`config.mk`:
```
export PLATFORM = sky130hd
export DESIGN_NAME = reg_writeback_unit
export DESIGN_NICKNAME = d
export VERILOG_FILES = /design/src/rtl/reg_writeback_unit.sv
export SDC_FILE = /design/constraint.sdc
export NUM_CORES = 1
export LEC_CHECK = 0
export CAP_MARGIN = 25
export CELL_PAD_IN_SITES_DETAIL_PLACEMENT = 1
export CELL_PAD_IN_SITES_GLOBAL_PLACEMENT = 1
export CORE_MARGIN = 3
export CORE_UTILIZATION = 33
export CTS_CLUSTER_SIZE = 8
export DETAILED_ROUTE_END_ITERATION = 10
export PLACE_DENSITY_LB_ADDON = 0.1
export SYNTH_ARGS = -nofsm -noshare
export SYNTH_HDL_FRONTEND = slang
export SYNTH_SLANG_ARGS = --single-unit
```
`constraint.sdc`:
```
create_clock -name clk -period 3.2 [get_ports clk]
set_clock_uncertainty 0.1 [all_clocks]
set_input_delay 0.96 -clock clk [delete_from_list [all_inputs] [get_ports clk]]
set_output_delay 0.96 -clock clk [all_outputs]
set_load 0.05 [all_outputs]
```
`src/rtl/reg_writeback_unit.sv`:
```
// Register-file write-port driver. Merges in-order ex results and returning
// load data into one registered write port, tracks outstanding loads in a
// tag FIFO, and extends load data by size/sign.
// Build option: define WB_SCOREBOARD_EN to generate the RAW hazard flags;
// when undefined, hazard_rs1/hazard_rs2 are tied low.
module reg_writeback_unit #(
   parameter int LD_DEPTH = 2,
   parameter int LD_PTR_W = $clog2(LD_DEPTH)
) (
   input  logic        clk,
   input  logic        rst,
   input  logic        AXI_stall,
   input  logic        ex_valid,
   input  logic [6:0]  ex_opcode,
   input  logic [4:0]  ex_rd,
   input  logic [31:0] ex_data,
   output logic        ex_ready,
   input  logic        ld_issue_valid,
   output logic        ld_issue_ready,
   input  logic [6:0]  ld_issue_opcode,
   input  logic [2:0]  ld_issue_funct3,
   input  logic [4:0]  ld_issue_rd,
   input  logic [1:0]  ld_issue_addr_lo,
   input  logic        ld_rvalid,
   input  logic [31:0] ld_rdata,
   output logic        ld_rready,
   input  logic [4:0]  chk_rs1,
   input  logic [4:0]  chk_rs2,
   input  logic        chk_rs1_fp,
   input  logic        chk_rs2_fp,
   output logic        hazard_rs1,
   output logic        hazard_rs2,
   output logic        reg_we,
   output logic [6:0]  reg_we_opcode,
   output logic [4:0]  reg_w_addr,
   output logic [31:0] reg_w_data
);

   localparam logic [6:0] OP_FLW    = 7'b0000111;
   localparam logic [6:0] OP_F_TYPE = 7'b1010011;
   localparam logic [LD_PTR_W:0] DEPTH_CNT = (LD_PTR_W+1)'(LD_DEPTH);

   logic [6:0]          fifo_op     [LD_DEPTH];
   logic [2:0]          fifo_funct3 [LD_DEPTH];
   logic [4:0]          fifo_rd     [LD_DEPTH];
   logic [1:0]          fifo_addr   [LD_DEPTH];
   logic [LD_PTR_W-1:0] wr_ptr, rd_ptr;
   logic [LD_PTR_W:0]   count;

   logic        advance, push, pop, fifo_empty;
   logic [31:0] ld_value;

   function automatic logic is_fp(input logic [6:0] op);
      return (op == OP_F_TYPE) || (op == OP_FLW);
   endfunction

   // Integer x0 is hardwired zero, so such results occupy a slot but never write.
   function automatic logic writes_reg(input logic [6:0] op, input logic [4:0] rd);
      return !((rd == 5'd0) && !is_fp(op));
   endfunction

   assign advance        = !AXI_stall;
   assign fifo_empty     = (count == '0);
   assign ld_issue_ready = !rst && (count != DEPTH_CNT);
   assign push           = ld_issue_valid && ld_issue_ready;
   assign ex_ready       = !rst && advance && ex_valid;
   assign pop            = !rst && advance && !ex_valid && ld_rvalid && !fifo_empty;
   assign ld_rready      = pop;

   // Size/sign extraction of the word returned for the load at the FIFO head.
   always_comb begin
      logic [31:0] shifted;
      logic [15:0] half;
      logic [2:0]  f3;
      logic [1:0]  a_lo;
      f3      = fifo_funct3[rd_ptr];
      a_lo    = fifo_addr[rd_ptr];
      shifted = ld_rdata >> {a_lo, 3'b000};
      half    = a_lo[1] ? ld_rdata[31:16] : ld_rdata[15:0];
      ld_value = ld_rdata;
      if (fifo_op[rd_ptr] != OP_FLW) begin
         case (f3)
            3'b000:  ld_value = {{24{shifted[7]}}, shifted[7:0]};
            3'b100:  ld_value = {24'd0, shifted[7:0]};
            3'b001:  ld_value = {{16{half[15]}}, half};
            3'b101:  ld_value = {16'd0, half};
            default: ld_value = ld_rdata;
         endcase
      end
   end

   // Tag storage; contents are only meaningful between rd_ptr and wr_ptr.
   always_ff @(posedge clk) begin
      if (push) begin
         fifo_op[wr_ptr]     <= ld_issue_opcode;
         fifo_funct3[wr_ptr] <= ld_issue_funct3;
         fifo_rd[wr_ptr]     <= ld_issue_rd;
         fifo_addr[wr_ptr]   <= ld_issue_addr_lo;
      end
   end

   // Tag FIFO pointers and occupancy; pointers wrap naturally at LD_DEPTH.
   always_ff @(posedge clk) begin
      if (rst) begin
         wr_ptr <= '0;
         rd_ptr <= '0;
         count  <= '0;
      end else begin
         if (push) wr_ptr <= wr_ptr + 1'b1;
         if (pop)  rd_ptr <= rd_ptr + 1'b1;
         case ({push, pop})
            2'b10:   count <= count + 1'b1;
            2'b01:   count <= count - 1'b1;
            default: count <= count;
         endcase
      end
   end

   // Output stage: ex has priority over load return; holds while stalled.
   always_ff @(posedge clk) begin
      if (rst) begin
         reg_we        <= 1'b0;
         reg_we_opcode <= '0;
         reg_w_addr    <= '0;
         reg_w_data    <= '0;
      end else if (advance) begin
         if (ex_valid) begin
            reg_we        <= writes_reg(ex_opcode, ex_rd);
            reg_we_opcode <= ex_opcode;
            reg_w_addr    <= ex_rd;
            reg_w_data    <= ex_data;
         end else if (pop) begin
            reg_we        <= writes_reg(fifo_op[rd_ptr], fifo_rd[rd_ptr]);
            reg_we_opcode <= fifo_op[rd_ptr];
            reg_w_addr    <= fifo_rd[rd_ptr];
            reg_w_data    <= ld_value;
         end else begin
            reg_we <= 1'b0;
         end
      end
   end

`ifdef WB_SCOREBOARD_EN
   function automatic logic src_match(input logic [6:0] op, input logic [4:0] rd,
                                      input logic [4:0] rs, input logic rs_fp);
      return (rd == rs) && (is_fp(op) == rs_fp) && !((rs == 5'd0) && !rs_fp);
   endfunction

   // RAW check against every pending load tag and the occupied output stage.
   always_comb begin
      logic [LD_PTR_W-1:0] off;
      hazard_rs1 = 1'b0;
      hazard_rs2 = 1'b0;
      off        = '0;
      for (int i = 0; i < LD_DEPTH; i++) begin
         off = LD_PTR_W'(i) - rd_ptr;
         if ({1'b0, off} < count) begin
            if (src_match(fifo_op[i], fifo_rd[i], chk_rs1, chk_rs1_fp)) hazard_rs1 = 1'b1;
            if (src_match(fifo_op[i], fifo_rd[i], chk_rs2, chk_rs2_fp)) hazard_rs2 = 1'b1;
         end
      end
      if (reg_we && src_match(reg_we_opcode, reg_w_addr, chk_rs1, chk_rs1_fp)) hazard_rs1 = 1'b1;
      if (reg_we && src_match(reg_we_opcode, reg_w_addr, chk_rs2, chk_rs2_fp)) hazard_rs2 = 1'b1;
   end
`else
   logic unused_chk;
   assign unused_chk = ^{chk_rs1, chk_rs2, chk_rs1_fp, chk_rs2_fp};
   assign hazard_rs1 = 1'b0;
   assign hazard_rs2 = 1'b0;
`endif

endmodule

```
==> impl_results.md, run 1 <==
* Die boundary width at around 120 µm
* Post-Syn Area at between 4000 and 5000 µm²
* Critical Path, Cell by Cell: clkdlybuf4s50_1 > buf_4 > nor3b_4 > buf_12
* R2R Setup Slk at 0.58 ns
* Nets@finish at 690
* Clk root buf: clkbuf_16
* CP max stage cell: clkdlybuf4s50_1
* Area of the multi-input gates at 2070 µm²
* Gr ovfl total at 0
* Global-route wire length before repair at 21.8 mm
* Via density per instance at about 5.1
* Static Leak at approximately 2.2 nW
* Slew @ Worst Pin at between 0.5 and 0.6 ns
* Crit-path max cell delay at 0.45 ns
* Initial DRC Count at around 170
* Worst endpoint required time at ~2.1 ns
* Pins over their slew limit at 0
* Maximum Capacitance Violations at 0
* Final Hold Violating Endpoints at 0
* CTS tree: built
* Register bit total from synthesis at between 80 and 90
* WP depth at 4
* Setup ws final at approximately 0.11 ns
* CP top delay family: buffers and inverters
* Crit share post-route at a little over nine tenths
* Syn_area_per_cell at 10.0 µm²
* Hold wc startpoint: reg_we_opcode[4]
* Post-DRT Antenna Nets at 0
* Routed wl met3 at 607 µm
* Antenna violations before repair at 0
* Area growth from synthesis to layout at 47.2%
* Wire per inst at 18.8 µm
* Flip-flop and latch area at around 2000 µm²
* CP max FO at 11
* Headroom to the max-slew limit at about 63%
* Pwr/cell area at roughly 450 nW/µm²
* Tmin final at between 3 and 4 ns
* CTS hold repair buffers at 0
* IO buf count at roughly 150
* Post-synth cell types at 58
* Clock transition at path regs at roughly 0.070 ns
* Global placer's final weighted congestion at 0.781
* Final setup fails at 0
* EDFF count, synth at 34
* Post-CTS sizing at 0
* Sequential share of the synthesized area at between 40% and 50%
* Die Height at between 100 and 150 µm
* Routed wl met2 at 7.30 mm
* DRT Wirelength at roughly 14 mm
* Htree depth at 3
* Worst min-delay path class: flip-flop to flip-flop
* Clock sinks at 84
* Util after Layout at around half
* Die area at between 10000 and 15000 µm²
* Startpoint Class: primary input
* Core box area at ~13000 µm²
* Fraction of registers with async set or reset after synthesis at 0%
* Clk_lat worst skew at around 0.35 ns
* Row Count at 41
* Share of layout cells above drive strength 1 at between 10% and 20%
* CP startpoint: AXI_stall
* CP Capture Point: ex_ready
* DRC violations left at 0
* Warnings from Yosys at 0
* Io pins at roughly 160
* Antenna cells at 0
* Place WS at 0.0175 ns
* Cells after Synth at 432
* Max Fclk at approximately 0.32 GHz
* Setup CP Type: primary input to primary output
* Status: complete, no violations
* # Post-CTS Setup Buffers at 0
* Max IR drop VDD at about 0.24 mV
* Total GRT Usage at between 10% and 20%
* Initial core utilization at about a third
* Vias at 3859
* RSZ-0062 raised after global routing: no
* TritonCTS Buffers at 9
* Arr. time, crit path at between 2 and 2.5 ns
* Reg2Reg Depth at 6
* Pre-Repair DR Iteration Count at 4
* Largest net degree at the start of global routing at between 40 and 50
* Top sig layer: met4
* CTS max path bufs at 2
* Ys flop type: dfxtp_1
* DP HPWL at roughly 10 mm
* Met1 wire length at 5.96 mm
* Reg2reg end: reg_w_data[27]
* Vias in the first global route at 4079
* CP Buf/Inv Count at 3
* Fill cells at around 1400
* Endpoint type of the worst setup path: primary output
[metrics by stage]
step	cells	TNS, ns	cell area [µm²]	power, mW	hold WS, ns
finish	755	0	6360	2.88	0.351
global route	755	0	6360	3.00	0.368
CTS	755	0	6350	2.92	0.356
detailed placement	739	0	6050	1.84	0.347
global placement	739	0	6050	1.83	0.346
floorplan	433	-0.000400	4340	1.56	0.372
[kinds of logic (layout without fill, tap and decap cells)]
| group | count (synthesis) | after routing | share of synthesized area, % |
|---|---|---|---|
| XOR/XNOR | 4 | 4 | 0.811 |
| adder cells (fa/ha/maj) | 1 | 1 | 0.290 |
| buffers and inverters | 56 | 206 | 6.03 |
| flip-flops | 84 | 84 | 46.8 |
| AND/OR/NAND/NOR | 136 | 136 | 15.9 |
| multiplexers | 26 | 26 | 6.63 |
| other | 1 | 2 | 0.0868 |
| AO/OA/AOI/OAI | 124 | 124 | 23.5 |
[cells in the final DEF (no fill, tap or decap), types with 3 or more instances in the layout]
master and count:
clkbuf_16 9, a311oi_2 10, nand2_1 42, nor3_1 10, buf_4 18, a2111oi_2 7, nand2b_1 17, dfxtp_1 50
a21oi_1 22, buf_12 5, inv_1 22, o211ai_1 16, o22ai_1 7, a221o_1 7, a311oi_1 7, nand3_1 16
clkdlybuf4s50_1 141, xor2_1 3, or2_2 10, nor2_1 24, o21ai_0 31, mux2i_1 23, edfxtp_1 34
[flip-flops by register name, summed over array words and instances, names as in the netlist, named ones only]
signal and count:
reg_w_data 32, count 2, reg_w_addr 5, fifo_addr 4, fifo_funct3 6, wr_ptr 1, fifo_rd 10, rd_ptr 1
reg_we 1, fifo_op 14, reg_we_opcode 7
[worst min-delay path, delay by kind of cell, from the launching register on]
kind / cells / cell delay (ns)
compound gates: 1 / 0.05
flops: 1 / 0.31
simple gates: 1 / 0.05
[cell type report]
| class | count | area share, % |
|---|---|---|
| Clock buffer | 10 | 3.60 |
| Clock inverter | 6 | 1.12 |
| Inverter | 24 | 1.42 |
| Multi-Input combinational cell | 293 | 32.6 |
| Sequential cell | 84 | 31.8 |
| Tap cell | 172 | 3.39 |
| Timing Repair Buffer | 166 | 26.1 |
[worst min path at each step]
stage,to,slack (ns),depth (start not counted)
floorplan,flip-flop,0.37,2
global placement,reg_we_opcode[4],0.35,2
detailed placement,reg_we_opcode[4],0.35,2
CTS,reg_we_opcode[4],0.36,2
global route,reg_w_addr[0],0.37,2
finish,reg_we_opcode[4],0.35,2
[synthesized netlist by cell type (3+ instances only)]
master     instances  area (µm²)
dfxtp_1           50        1000
nand2_1           42         158
edfxtp_1          34        1020
o21ai_0           31         155
nor2_1            25        93.8
a21oi_1           23         115
inv_1             23        86.3
mux2i_1           23         230
nand2b_1          17         106
nand3_1           16        80.1
o211ai_1          16         120
clkbuf_1          15        56.3
a311oi_2          10         150
nor3_1            10        50.1
or2_2             10        62.6
a2111oi_2          7         105
a221o_1            7        70.1
a311oi_1           7        61.3
buf_2              7        35.0
o22ai_1            7        43.8
buf_6              4        45.0
buf_1              3        11.3
nor3b_1            3        22.5
xor2_1             3        26.3
[per-layer routing]
metal / vias up / track usage (%)
met5: - / 0
met4: 0 / 7.51
met3: 20 / 3.65
met2: 94 / 35.0
met1: 1865 / 23.0
li1: 1880 / -
[power breakdown]
| part | switching [mW] | internal (mW) | leakage, nW | total [mW] |
|---|---|---|---|---|
| sequential | 0.0283 | 1.17 | 0.723 | 1.20 |
| combinational | 0.348 | 0.272 | 1.35 | 0.620 |
| clock | 0.453 | 0.612 | 0.140 | 1.06 |
| total | 0.829 | 2.05 | 2.22 | 2.88 |
(Power assumes the default switching activity.)
==> run 2, diff against run 1 <==
--- a/config.mk
+++ b/config.mk
@@ -8,7 +8,6 @@
 export CAP_MARGIN = 25
 export CELL_PAD_IN_SITES_DETAIL_PLACEMENT = 1
 export CELL_PAD_IN_SITES_GLOBAL_PLACEMENT = 1
-export CORE_MARGIN = 3
 export CORE_UTILIZATION = 33
 export CTS_CLUSTER_SIZE = 8
 export DETAILED_ROUTE_END_ITERATION = 10
==> run 2 against run 1 <==
Register-to-register slack improved by 0.03 ns. Largest cell class unchanged. Routed wire length down 1.8%. Largest power group unchanged. Power down 0.42%. Clock power about the same. Die area fell by 6.5%.
==> impl_results.md, run 2 (synthesis results as in run 1) <==
* CTS hold repair buffers at 0 (unchanged)
* Clock sinks at 84 (unchanged)
* Global-route wire length before repair at 21.3 mm (-2.3%)
* Row Count at 41 (unchanged)
* Share of layout cells above drive strength 1 at 14.6% (-0.17 points)
* Die Height at 116 µm (-3.3%)
* Placed instance count at 738 (-0.14%)
* IO buf count at 146 (unchanged)
* CTS tree: built
* Setup ws final at 0.0797 ns (-0.0304 ns)
* Setup_tns at 0 ns (unchanged)
* Arr. time, crit path at 2.06 ns (+0.03 ns)
* DP HPWL at 10.1 mm (-3.7%)
* Most common cell after layout, fill and taps aside: clkdlybuf4s50_1
* Static Leak at 2.22 nW (+0.21%)
* Post-DRT Antenna Nets at 0 (unchanged)
* Setup CP Type: primary input to primary output
* Wire per inst at 18.4 µm (-1.8%)
* Antenna cells at 0 (unchanged)
* Via density per instance at 5.18 (+1.4%)
* Endpoint type of the worst setup path: primary output
* Max Fclk at 0.320 GHz (-0.97%)
* Final Hold Violating Endpoints at 0 (unchanged)
* CTS max path bufs at 2 (unchanged)
* Nets@finish at 690 (unchanged)
* Fill cells at 1427 (-1.2%)
* Most frequent cells in the layout: clkdlybuf4s50_1 (141), dfxtp_1 (50), nand2_1 (42)
* DRC violations left at 0 (unchanged)
* Htree depth at 3 (unchanged)
* Status: complete, no violations
* Clock transition at path regs at 0.06 ns (about the same)
* RSZ-0062 raised after global routing: no
* Biggest register: reg_w_data
* Top flop regs: reg_w_data (32), fifo_op (14), fifo_rd (10)
* Gr ovfl total at 0 (unchanged)
* CP max FO at 2 (-9)
* Maximum Capacitance Violations at 0 (unchanged)
* Clk root buf: clkbuf_16
* TritonCTS Buffers at 9 (unchanged)
* Crit share post-route at 97.5% (+0.95 points)
* Pwr/cell area at 451 nW/µm² (-0.50%)
* Max IR drop VDD at 0.302 mV (+28%)
* Worst min-delay path class: flip-flop to flip-flop
* Global placer's final weighted congestion at 0.763 (-2.2%)
* Vias at 3914 (+1.4%)
* Place WS at 0.0194 ns (+0.00187 ns)
* Pins over their slew limit at 0 (unchanged)
* Largest register FFs at 32 (unchanged)
* Final setup fails at 0 (unchanged)
* Non-filler instance count after layout at 755 (unchanged)
* Die boundary width at 116 µm (-3.3%)
* Io pins at 161 (unchanged)
* Tmin final at 3.12 ns (+0.0304 ns)
* Area growth from synthesis to layout at 47.3% (about the same)
* Pre-Repair DR Iteration Count at 4 (unchanged)
* Worst endpoint required time at 2.14 ns (about the same)
* Die area at 13600 µm² (-6.5%)
* Largest net degree at the start of global routing at 51 (+8.5%)
* WHS at 0.350 ns (-0.000883 ns)
* Antenna violations before repair at 0 (unchanged)
* Initial DRC Count at 158 (-4.2%)
* Core box area at 12700 µm² (-0.40%)
* Vias in the first global route at 4112 (+0.81%)
* Flip-flop and latch area at 2020 µm² (unchanged)
* Total GRT Usage at 20.9% (+1.4 points)
* Startpoint Class: primary input
* Initial core utilization at 34.1% (+0.14 points)
* Clk_lat worst skew at 0.34 ns (about the same)
* Area of the multi-input gates at 2070 µm² (unchanged)
* DRT Wirelength at 13.9 mm (-1.8%)
* Headroom to the max-slew limit at 50.1% (-13 points)
* Slew @ Worst Pin at 0.748 ns (+0.210 ns)
run 2: per-stage QoR:
stage | power [mW] | cell area, µm² | utilization (%)
floorplan | 1.56 | 4340 | -
global placement | 1.83 | 6050 | 47.8
detailed placement | 1.84 | 6050 | 47.8
CTS | 2.90 | 6340 | 50.1
global route | 2.98 | 6360 | 50.2
finish | 2.87 | 6360 | 50.2
run 2: final cells by class:
| cell class | instances | share of cell area [%] |
|---|---|---|
| clock inverters | 5 | 0.944 |
| flip-flops and latches | 84 | 31.8 |
| repair buffers | 166 | 26.2 |
| multi-input cells | 293 | 32.6 |
| clock buffers | 11 | 3.66 |
| inverters | 24 | 1.42 |
| well taps | 172 | 3.38 |
run 2: worst max-delay path, cell delays in order:
cell             delay, ns
clkdlybuf4s50_1       0.47
nor4b_4               0.29
nand2_1               0.12
inv_2                 0.10
buf_12                0.13
run 2: timing repair:
item / CTS / global route
endpoints found under the setup margin: 0 / 1
setup buffers: 0 / 1
gates resized for setup: 0 / 2
run 2: routing by layer:
layer | wire length (µm) | up-vias | global-route usage [%]
li1 | - | 1877 | -
met1 | 6000 | 1918 | 24.7
met2 | 7030 | 105 | 37.6
met3 | 653 | 14 | 3.79
met4 | 240 | 0 | 7.95
met5 | 0 | - | 0
run 2: final timing paths:
| kind | from | end | slack (ns) | cells past startpoint |
|---|---|---|---|---|
| hold reg to reg | reg_we_opcode[4] | reg_we_opcode[4] | 0.35 | 2 |
| hold / removal | reg_we_opcode[4] | reg_we_opcode[4] | 0.35 | 2 |
| setup / recovery | AXI_stall | ld_rready | 0.08 | 5 |
| setup reg to reg | flip-flop | reg_w_data[29] | 0.61 | 5 |
run 2: power breakdown:
part / internal, mW / switching, mW
sequential: 1.17 / 0.0276
combinational: 0.272 / 0.349
clock: 0.610 / 0.442
total: 2.05 / 0.819
==> run 3, diff against run 2 <==
--- a/config.mk
+++ b/config.mk
@@ -9,7 +9,7 @@
 export CELL_PAD_IN_SITES_DETAIL_PLACEMENT = 1
 export CELL_PAD_IN_SITES_GLOBAL_PLACEMENT = 1
 export CORE_UTILIZATION = 33
-export CTS_CLUSTER_SIZE = 8
+export CTS_CLUSTER_SIZE = 14
 export DETAILED_ROUTE_END_ITERATION = 10
 export PLACE_DENSITY_LB_ADDON = 0.1
 export SYNTH_ARGS = -nofsm -noshare
==> results of run 3 <==
No change in the layout: final DEF, timing and power equal those of run 2.
